===== src/rtl/pll_lock_reset_ctrl_if.sv =====
// ============================================================================
// Module      : pll_lock_reset_ctrl_if
// Description : Status/control bundle between the PLL reset sequencer and its
//               surroundings (lock/init inputs, reset outputs, debug status).
// Revision    : 1.0 - initial release
// ============================================================================
`default_nettype none

interface pll_lock_reset_ctrl_if;
  logic       PLL_LOCK;
  logic       INIT_DONE;
  logic       SW_RESET_REQ;
  logic       FABRIC_RESET_N;
  logic       CPU_RESET_N;
  logic       READY;
  logic [7:0] LOCK_LOSS_CNT;
  logic [2:0] STATE;

  // master drives lock/init/request and observes the reset outputs
  modport master (
    output PLL_LOCK, INIT_DONE, SW_RESET_REQ,
    input  FABRIC_RESET_N, CPU_RESET_N, READY, LOCK_LOSS_CNT, STATE
  );

  modport slave (
    input  PLL_LOCK, INIT_DONE, SW_RESET_REQ,
    output FABRIC_RESET_N, CPU_RESET_N, READY, LOCK_LOSS_CNT, STATE
  );
endinterface

`default_nettype wire


===== src/rtl/pll_lock_reset_ctrl.sv =====
// ============================================================================
// Module      : pll_lock_reset_ctrl
// Description : Filters PLL lock, then releases fabric reset followed by CPU
//               reset; re-asserts both on lock loss or software request.
// Revision    : 1.0 - initial release
// ============================================================================
`default_nettype none

module pll_lock_reset_ctrl #(
  parameter int LOCK_STABLE_CYCLES = 1024,
  parameter int CPU_DELAY_CYCLES   = 16,
  parameter int HOLD_CYCLES        = 8,
  parameter int CNT_W              = 16
) (
  input  wire logic             CLK,
  input  wire logic             RESET,
  pll_lock_reset_ctrl_if.slave  bus
);

  typedef enum logic [2:0] {
    ST_WAIT_LOCK = 3'd0,
    ST_STABLE    = 3'd1,
    ST_FABRIC    = 3'd2,
    ST_RUN       = 3'd3,
    ST_HOLD      = 3'd4
  } state_t;

  localparam logic [CNT_W-1:0] c_lock_last = CNT_W'(LOCK_STABLE_CYCLES - 1);
  localparam logic [CNT_W-1:0] c_cpu_last  = CNT_W'(CPU_DELAY_CYCLES - 1);
  localparam logic [CNT_W-1:0] c_hold_last = CNT_W'(HOLD_CYCLES - 1);

  state_t           r_state;
  state_t           w_state_nxt;
  logic [CNT_W-1:0] r_cnt;
  logic [CNT_W-1:0] w_cnt_nxt;
  logic             w_loss;
  logic             r_sync1;
  logic             r_sync2;
  logic             r_fabric_n;
  logic             r_cpu_n;
  logic             r_ready;
  logic [7:0]       r_loss_cnt;

  // r_sync2 is the synchronized lock (lock_s)
  always_comb begin
    w_state_nxt = r_state;
    w_cnt_nxt   = r_cnt;
    w_loss      = 1'b0;
    case (r_state)
      ST_WAIT_LOCK: begin
        if (r_sync2 && bus.INIT_DONE) begin
          w_state_nxt = ST_STABLE;
          w_cnt_nxt   = '0;
        end
      end
      ST_STABLE: begin
        if (!r_sync2) begin
          w_state_nxt = ST_WAIT_LOCK;
          w_cnt_nxt   = '0;
        end else if (r_cnt == c_lock_last) begin
          w_state_nxt = ST_FABRIC;
          w_cnt_nxt   = '0;
        end else begin
          w_cnt_nxt   = r_cnt + 1'b1;
        end
      end
      ST_FABRIC, ST_RUN: begin
        // lock loss takes priority over a coincident software request
        if (!r_sync2) begin
          w_state_nxt = ST_WAIT_LOCK;
          w_cnt_nxt   = '0;
          w_loss      = 1'b1;
        end else if (bus.SW_RESET_REQ) begin
          w_state_nxt = ST_HOLD;
          w_cnt_nxt   = '0;
        end else if (r_state == ST_FABRIC) begin
          if (r_cnt == c_cpu_last) begin
            w_state_nxt = ST_RUN;
            w_cnt_nxt   = '0;
          end else begin
            w_cnt_nxt   = r_cnt + 1'b1;
          end
        end
      end
      ST_HOLD: begin
        if (r_cnt == c_hold_last) begin
          w_state_nxt = ST_WAIT_LOCK;
          w_cnt_nxt   = '0;
        end else begin
          w_cnt_nxt   = r_cnt + 1'b1;
        end
      end
      default: begin
        w_state_nxt = ST_WAIT_LOCK;
        w_cnt_nxt   = '0;
      end
    endcase
  end

  // Outputs are decoded from the next state so they change glitch-free
  // in the same edge as the state register.
  always_ff @(posedge CLK) begin
    if (RESET) begin
      r_sync1    <= 1'b0;
      r_sync2    <= 1'b0;
      r_state    <= ST_WAIT_LOCK;
      r_cnt      <= '0;
      r_fabric_n <= 1'b0;
      r_cpu_n    <= 1'b0;
      r_ready    <= 1'b0;
      r_loss_cnt <= 8'd0;
    end else begin
      r_sync1    <= bus.PLL_LOCK;
      r_sync2    <= r_sync1;
      r_state    <= w_state_nxt;
      r_cnt      <= w_cnt_nxt;
      r_fabric_n <= (w_state_nxt == ST_FABRIC) || (w_state_nxt == ST_RUN);
      r_cpu_n    <= (w_state_nxt == ST_RUN);
      r_ready    <= (w_state_nxt == ST_RUN);
      if (w_loss && (r_loss_cnt != 8'hFF)) begin
        r_loss_cnt <= r_loss_cnt + 8'd1;
      end
    end
  end

  assign bus.FABRIC_RESET_N = r_fabric_n;
  assign bus.CPU_RESET_N    = r_cpu_n;
  assign bus.READY          = r_ready;
  assign bus.LOCK_LOSS_CNT  = r_loss_cnt;
  assign bus.STATE          = r_state;

endmodule

`default_nettype wire


===== src/flat_wrapper.sv =====
// flat-port wrapper written by rule: the top's interface ports become plain ports
module pll_lock_reset_ctrl_flat 
#(
  parameter int LOCK_STABLE_CYCLES = 1024,
  parameter int CPU_DELAY_CYCLES   = 16,
  parameter int HOLD_CYCLES        = 8,
  parameter int CNT_W              = 16
)
  (CLK, RESET, bus_PLL_LOCK, bus_INIT_DONE, bus_SW_RESET_REQ, bus_FABRIC_RESET_N, bus_CPU_RESET_N, bus_READY, bus_LOCK_LOSS_CNT, bus_STATE);
  pll_lock_reset_ctrl_if bus_i ();
  input  wire logic CLK;
  input  wire logic RESET;
  input wire logic [$bits(bus_i.PLL_LOCK)-1:0] bus_PLL_LOCK;
  input wire logic [$bits(bus_i.INIT_DONE)-1:0] bus_INIT_DONE;
  input wire logic [$bits(bus_i.SW_RESET_REQ)-1:0] bus_SW_RESET_REQ;
  output wire logic [$bits(bus_i.FABRIC_RESET_N)-1:0] bus_FABRIC_RESET_N;
  output wire logic [$bits(bus_i.CPU_RESET_N)-1:0] bus_CPU_RESET_N;
  output wire logic [$bits(bus_i.READY)-1:0] bus_READY;
  output wire logic [$bits(bus_i.LOCK_LOSS_CNT)-1:0] bus_LOCK_LOSS_CNT;
  output wire logic [$bits(bus_i.STATE)-1:0] bus_STATE;
  assign bus_i.PLL_LOCK = bus_PLL_LOCK;
  assign bus_i.INIT_DONE = bus_INIT_DONE;
  assign bus_i.SW_RESET_REQ = bus_SW_RESET_REQ;
  assign bus_FABRIC_RESET_N = bus_i.FABRIC_RESET_N;
  assign bus_CPU_RESET_N = bus_i.CPU_RESET_N;
  assign bus_READY = bus_i.READY;
  assign bus_LOCK_LOSS_CNT = bus_i.LOCK_LOSS_CNT;
  assign bus_STATE = bus_i.STATE;
  pll_lock_reset_ctrl #(.LOCK_STABLE_CYCLES(LOCK_STABLE_CYCLES), .CPU_DELAY_CYCLES(CPU_DELAY_CYCLES), .HOLD_CYCLES(HOLD_CYCLES), .CNT_W(CNT_W)) u_core (.CLK(CLK), .RESET(RESET), .bus(bus_i));
endmodule

===== config.mk =====
export PLATFORM = sky130hd
export DESIGN_NAME = pll_lock_reset_ctrl_flat
export DESIGN_NICKNAME = d
export VERILOG_FILES = /design/src/rtl/pll_lock_reset_ctrl_if.sv /design/src/rtl/pll_lock_reset_ctrl.sv /design/src/flat_wrapper.sv
export SDC_FILE = /design/constraint.sdc
export NUM_CORES = 1
export LEC_CHECK = 0
export BUFFER_PORTS_ARGS = -buffer_cell sky130_fd_sc_hd__buf_2
export CORE_MARGIN = 2
export CORE_UTILIZATION = 50
export DETAILED_ROUTE_END_ITERATION = 7
export GPL_ROUTABILITY_DRIVEN = 0
export GPL_TIMING_DRIVEN = 0
export PLACE_DENSITY = 0.71
export SKIP_LAST_GASP = 1
export SLEW_MARGIN = 20
export SYNTH_ARGS = -nofsm -noshare
export SYNTH_HDL_FRONTEND = slang
export SYNTH_SLANG_ARGS = --single-unit

===== constraint.sdc =====
create_clock -name CLK -period 2.7 [get_ports CLK]
set_clock_uncertainty 0.15 [all_clocks]
set_input_delay 0.54 -clock CLK [delete_from_list [all_inputs] [get_ports CLK]]
set_output_delay 0.54 -clock CLK [all_outputs]
set_load 0.005 [all_outputs]

# After elaboration in Yosys (flattened, before gate mapping)
# Index checks and enable logic that the tools add are counted.
# word_totals
reg_bits	31
elab_cells	47
# classes
add_sub_neg	2
eq_ne	12
n_mux	20
n_reduce_logical	6
# ops
cell	count
$mux W16	8
$pmux W16 S4	1
$mux W3	8
$add A16 B1 Y16 const B	1
$eq A16 B10 Y1 const B	1
$eq A16 B3 Y1 const B	1
$eq A16 B4 Y1 const B	1
$eq A3 B2 Y1 const B	4
$pmux W3 S4	1
$add A8 B1 Y8 const B	1
$ne A8 B8 Y1 const B	1
$ne A4 B4 Y1 const B	1
$eq A3 B1 Y1 const B	1
$eq A3 B3 Y1 const B	1
$logic_not A3 Y1	1
$logic_and A1 B1 Y1	2
$mux W1	2
$ne A2 B1 Y1 const B	1
$reduce_and A2 Y1	1
$reduce_or A2 Y1	1
$logic_or A1 B1 Y1	1

# Depth between registers and ports, before layout
# logic_depth
ltp_word	8
mapped_depth	7

# Worst setup path before layout
# Ideal clock, no wire load.
# synth_path
path_type	register to register
startpoint	reg u_core.r_cnt[5]
endpoint	reg u_core.r_cnt[8]
setup_time_ns	0.115
arrival_ns	1.936
slack_ns	0.500
path_stages_with_launch	7
path_buffers	1
synth_period_minus_slack_ns	2.200
path_cell_list	dfxtp_1 > or4_4 > nor4_4 > nor2b_2 > o41ai_4 > buf_6 > nor2_1
# synth_between
elab_chain_len	6
elab_cells_between_ends	12
# synth_lines
element	line	source
from (decl)	pll_lock_reset_ctrl.sv:34	logic [CNT_W-1:0] r_cnt;
from (signal assigned)	pll_lock_reset_ctrl.sv:116	r_cnt <= w_cnt_nxt;
$add A16 B1 Y16 / $eq A16 B4 Y1 (equally long branches)	-	
$mux W16	pll_lock_reset_ctrl.sv:77	if (r_cnt == c_cpu_last) begin
$mux W16	pll_lock_reset_ctrl.sv:76	end else if (r_state == ST_FABRIC) begin
$mux W16	pll_lock_reset_ctrl.sv:73	end else if (bus.SW_RESET_REQ) begin
$mux W16	pll_lock_reset_ctrl.sv:69	if (!r_sync2) begin
$pmux W16 S4 (*)	pll_lock_reset_ctrl.sv:49	case (r_state)
# Every way passes the cells marked *; elsewhere a longest branch is shown, timed or not. The select of a mux whose other input is x is not followed.
# A chain may end at the register's enable or synchronous reset.

# Worst setup path after layout
# layout_path
startpoint	reg u_core.r_state[1] (netlist: u_core.bus.STATE[1])
endpoint	reg u_core.r_cnt[11]
# layout_between
elab_chain_len	4
elab_cells_between_ends	10
# layout_lines
element	line	source
from (decl)	pll_lock_reset_ctrl.sv:32	state_t r_state;
from (signal assigned)	pll_lock_reset_ctrl.sv:115	r_state <= w_state_nxt;
$eq A3 B2 Y1, on equally long branches	pll_lock_reset_ctrl.sv:49, pll_lock_reset_ctrl.sv:76	
$reduce_or A2 Y1	pll_lock_reset_ctrl.sv:49	
$ne A4 B4 Y1 (no source line)	-	
$reduce_and A2 Y1 (no source line)	-	
# Parallel ways exist; a longest one is shown, timed or not.

==> summary.md <==
| Metric | Value |
|---|---|
| Outcome | `complete, no violations` |
| Tmin final | `2.52 ns` |
| Pwr/cell area | `437 nW/um2` |
| HPWL Detailed | `2.17 mm` |
| Final Hold Viols | `0` |
| Hold WC Path Type | `primary input to register` |
| Number of enable flip-flop cells after synthesis | `0` |
| Max cap viols | `0` |
| Overall fraction of global-route tracks in use | `0.197` |
| Cell area after placement | `1670 um2` |
| Cell Rows | `20` |
| Worst skew pair latency | `0.33 ns` |
| Largest net degree at the start of global routing | `11` |
| Clock Sinks | `31` |
| Setup TNS | `0 ns` |
| Root buf cell | `clkbuf_4` |
| First-pass GRT wire length | `5.20 mm` |
| NumNets Final | `204` |
| Routed wire length | `3.03 mm` |
| I/O pins | `19` |
| RSZ-0062 raised after global routing | `no` |
| Final period util | `0.934` |
| Worst ir drop on vdd | `0.265 mV` |
| IO buf count | `18` |
| CP max FO | `10` |
| Synth Register Bits | `31` |
| Worst rel slew slack | `0.335` |
| Distinct cells, synth | `46` |
| Total power | `750 uW` |
| Design area | `1720 um2` |
| Die H | `59.4 um` |
| Actual slew at the worst max-slew pin | `0.997 ns` |
| Setup CP Type | `register to register` |
| Final core occ | `0.577` |
| DRC | `0` |
| Pins Over Slew Limit | `0` |
| Longest Clk Path Bufs | `2` |
| Post-synthesis sequential area ratio | `0.404` |
| Cells after DPL | `223` |
| Ratio of cells with drive above 1 in the final layout | `0.187` |
| Post-CTS Setup Bufs | `0` |
| Initial antenna violation count | `0` |
| Total Die Area | `3530 um2` |
| Clock-pin slew on the worst setup and hold paths | `0.09 ns` |
| Critical path endpoint category | `register` |
| # diodes | `0` |
| Max Freq | `0.396 GHz` |
| Average size of a mapped cell | `8.93 um2` |
| WHS | `0.262 ns` |
| Avg WL per Cell | `13.1 um` |
| CTS tree | `yes` |
| Post-synth net total | `179` |
| Post-cts gate resize count | `0` |
| Core area | `2980 um2` |
| Vias | `1275` |
| Pre-CTS WS | `0.0581 ns` |
| TritonCTS Buffers | `5` |
| Post-CTS Hold Buffers | `0` |
| Crit path DAT | `2.60 ns` |
| Vias per inst | `5.52` |
| Final WS setup | `0.178 ns` |
| Mapped Cells | `172` |
| Post-synth ARST share | `0` |
| Critical path required time | `2.78 ns` |
| Antenna-violating nets left | `0` |
| Final setup fails | `0` |
| Final cell count without fillers | `231` |
| LEAKAGE | `0.651 nW` |
| Die Wd | `59.4 um` |
| DRT iter0 DRCs | `29` |
| Starting density of the core | `0.516` |
| Dominant synthesized flop cell | `dfxtp_1` |
| CTS H-tree lvls | `2` |
| Number of warnings issued by yosys | `0` |
| Area growth from synthesis to layout | `11.8%` |
| Grt ovf | `0` |
| CP startpoint kind | `register` |
| Vias in the first global route | `1232` |
| Commonest non-fill, non-tap cells in the layout | `31 x dfxtp_1, 28 x nor2_1, 19 x buf_2` |
| DR pass1 iterations | `4` |
| Most common cell after layout, fill and taps aside | `dfxtp_1` |
| Mapped Area | `1540 um2` |
Yosys cell counts (3+ instances only):
cell	n	area (um2)
xnor2_1	14	123
nor2b_1	6	37.5
nor4_1	3	18.8
dfxtp_1	31	621
clkbuf_1	3	11.3
nand2_1	10	37.5
nor2_1	28	105
a21oi_1	8	40.0
nor3_1	5	25.0
o21a_1	4	30.0
nand4_1	6	37.5
inv_1	3	11.3
nand3_1	5	25.0
xor2_1	5	43.8
flip-flops by register name, summed over array words and instances (netlist names):
name and flops:
u_core.bus.CPU_RESET_N 1, u_core.r_sync2 1, u_core.r_cnt 16, u_core.bus.STATE 3
u_core.r_sync1 1, u_core.bus.FABRIC_RESET_N 1, u_core.bus.LOCK_LOSS_CNT 8
cell type report:
class / count / area (um2)
fillers: 269 / 1260
well taps: 33 / 41.3
clock inverters: 1 / 5.00
plain buffers: 6 / 35.0
flip-flops and latches: 31 / 621
multi-input cells: 132 / 870
inverters: 3 / 11.3
clock buffers: 7 / 45.0
repair buffers: 18 / 90.1
layer usage:
layer	vias to the layer above	part of all wire	GRT usage	wire, um
li1	652	-	-	-
met1	575	0.46	0.241	1380
met2	40	0.47	0.301	1410
met3	8	0.059	0.0808	179
met4	0	0.019	0.0909	57
met5	-	0	0	0
power breakdown:
group	switching (mW)	internal, mW	leakage (nW)	total [mW]
clock network	0.160	0.101	0.0293	0.261
registers	0.00126	0.459	0.250	0.460
logic	0.0180	0.0112	0.372	0.0292
worst max-delay path, stage by stage, from the launching register on:
cell and delay (ns):
dfxtp_1 0.33, clkbuf_1 0.18, a211o_1 0.30, a21oi_1 0.76
buf_2 0.38, nor3_1 0.10, xnor2_1 0.15, nor2_1 0.06
cell families (layout without fill, tap and decap cells):
| logic type | count (synthesis) | count (layout) | share of synthesized area |
|---|---|---|---|
| adders and majority gates | 2 | 2 | 0.0163 |
| buffers and inverters | 9 | 35 | 0.0301 |
| DFF | 31 | 31 | 0.404 |
| muxes | 2 | 2 | 0.0130 |
| AOI/OAI and AO/OA | 22 | 22 | 0.107 |
| and+or+nand+nor | 87 | 87 | 0.321 |
| xor gates and xnor gates | 19 | 19 | 0.108 |
final timing paths:
check        cells after the start                            end  slack (ns)                            from
max                              7  u_core.r_cnt[11]$_SDFFE_PP0P_        0.18  u_core.bus.STATE[1]$_SDFF_PP0_
min                              2      u_core.r_sync1$_SDFF_PP0_        0.26                    bus_PLL_LOCK
max reg2reg                      7  u_core.r_cnt[11]$_SDFFE_PP0P_        0.18  u_core.bus.STATE[1]$_SDFF_PP0_
min reg2reg                      1      u_core.r_sync2$_SDFF_PP0_        0.30       u_core.r_sync1$_SDFF_PP0_
(Power assumes the default switching activity.)
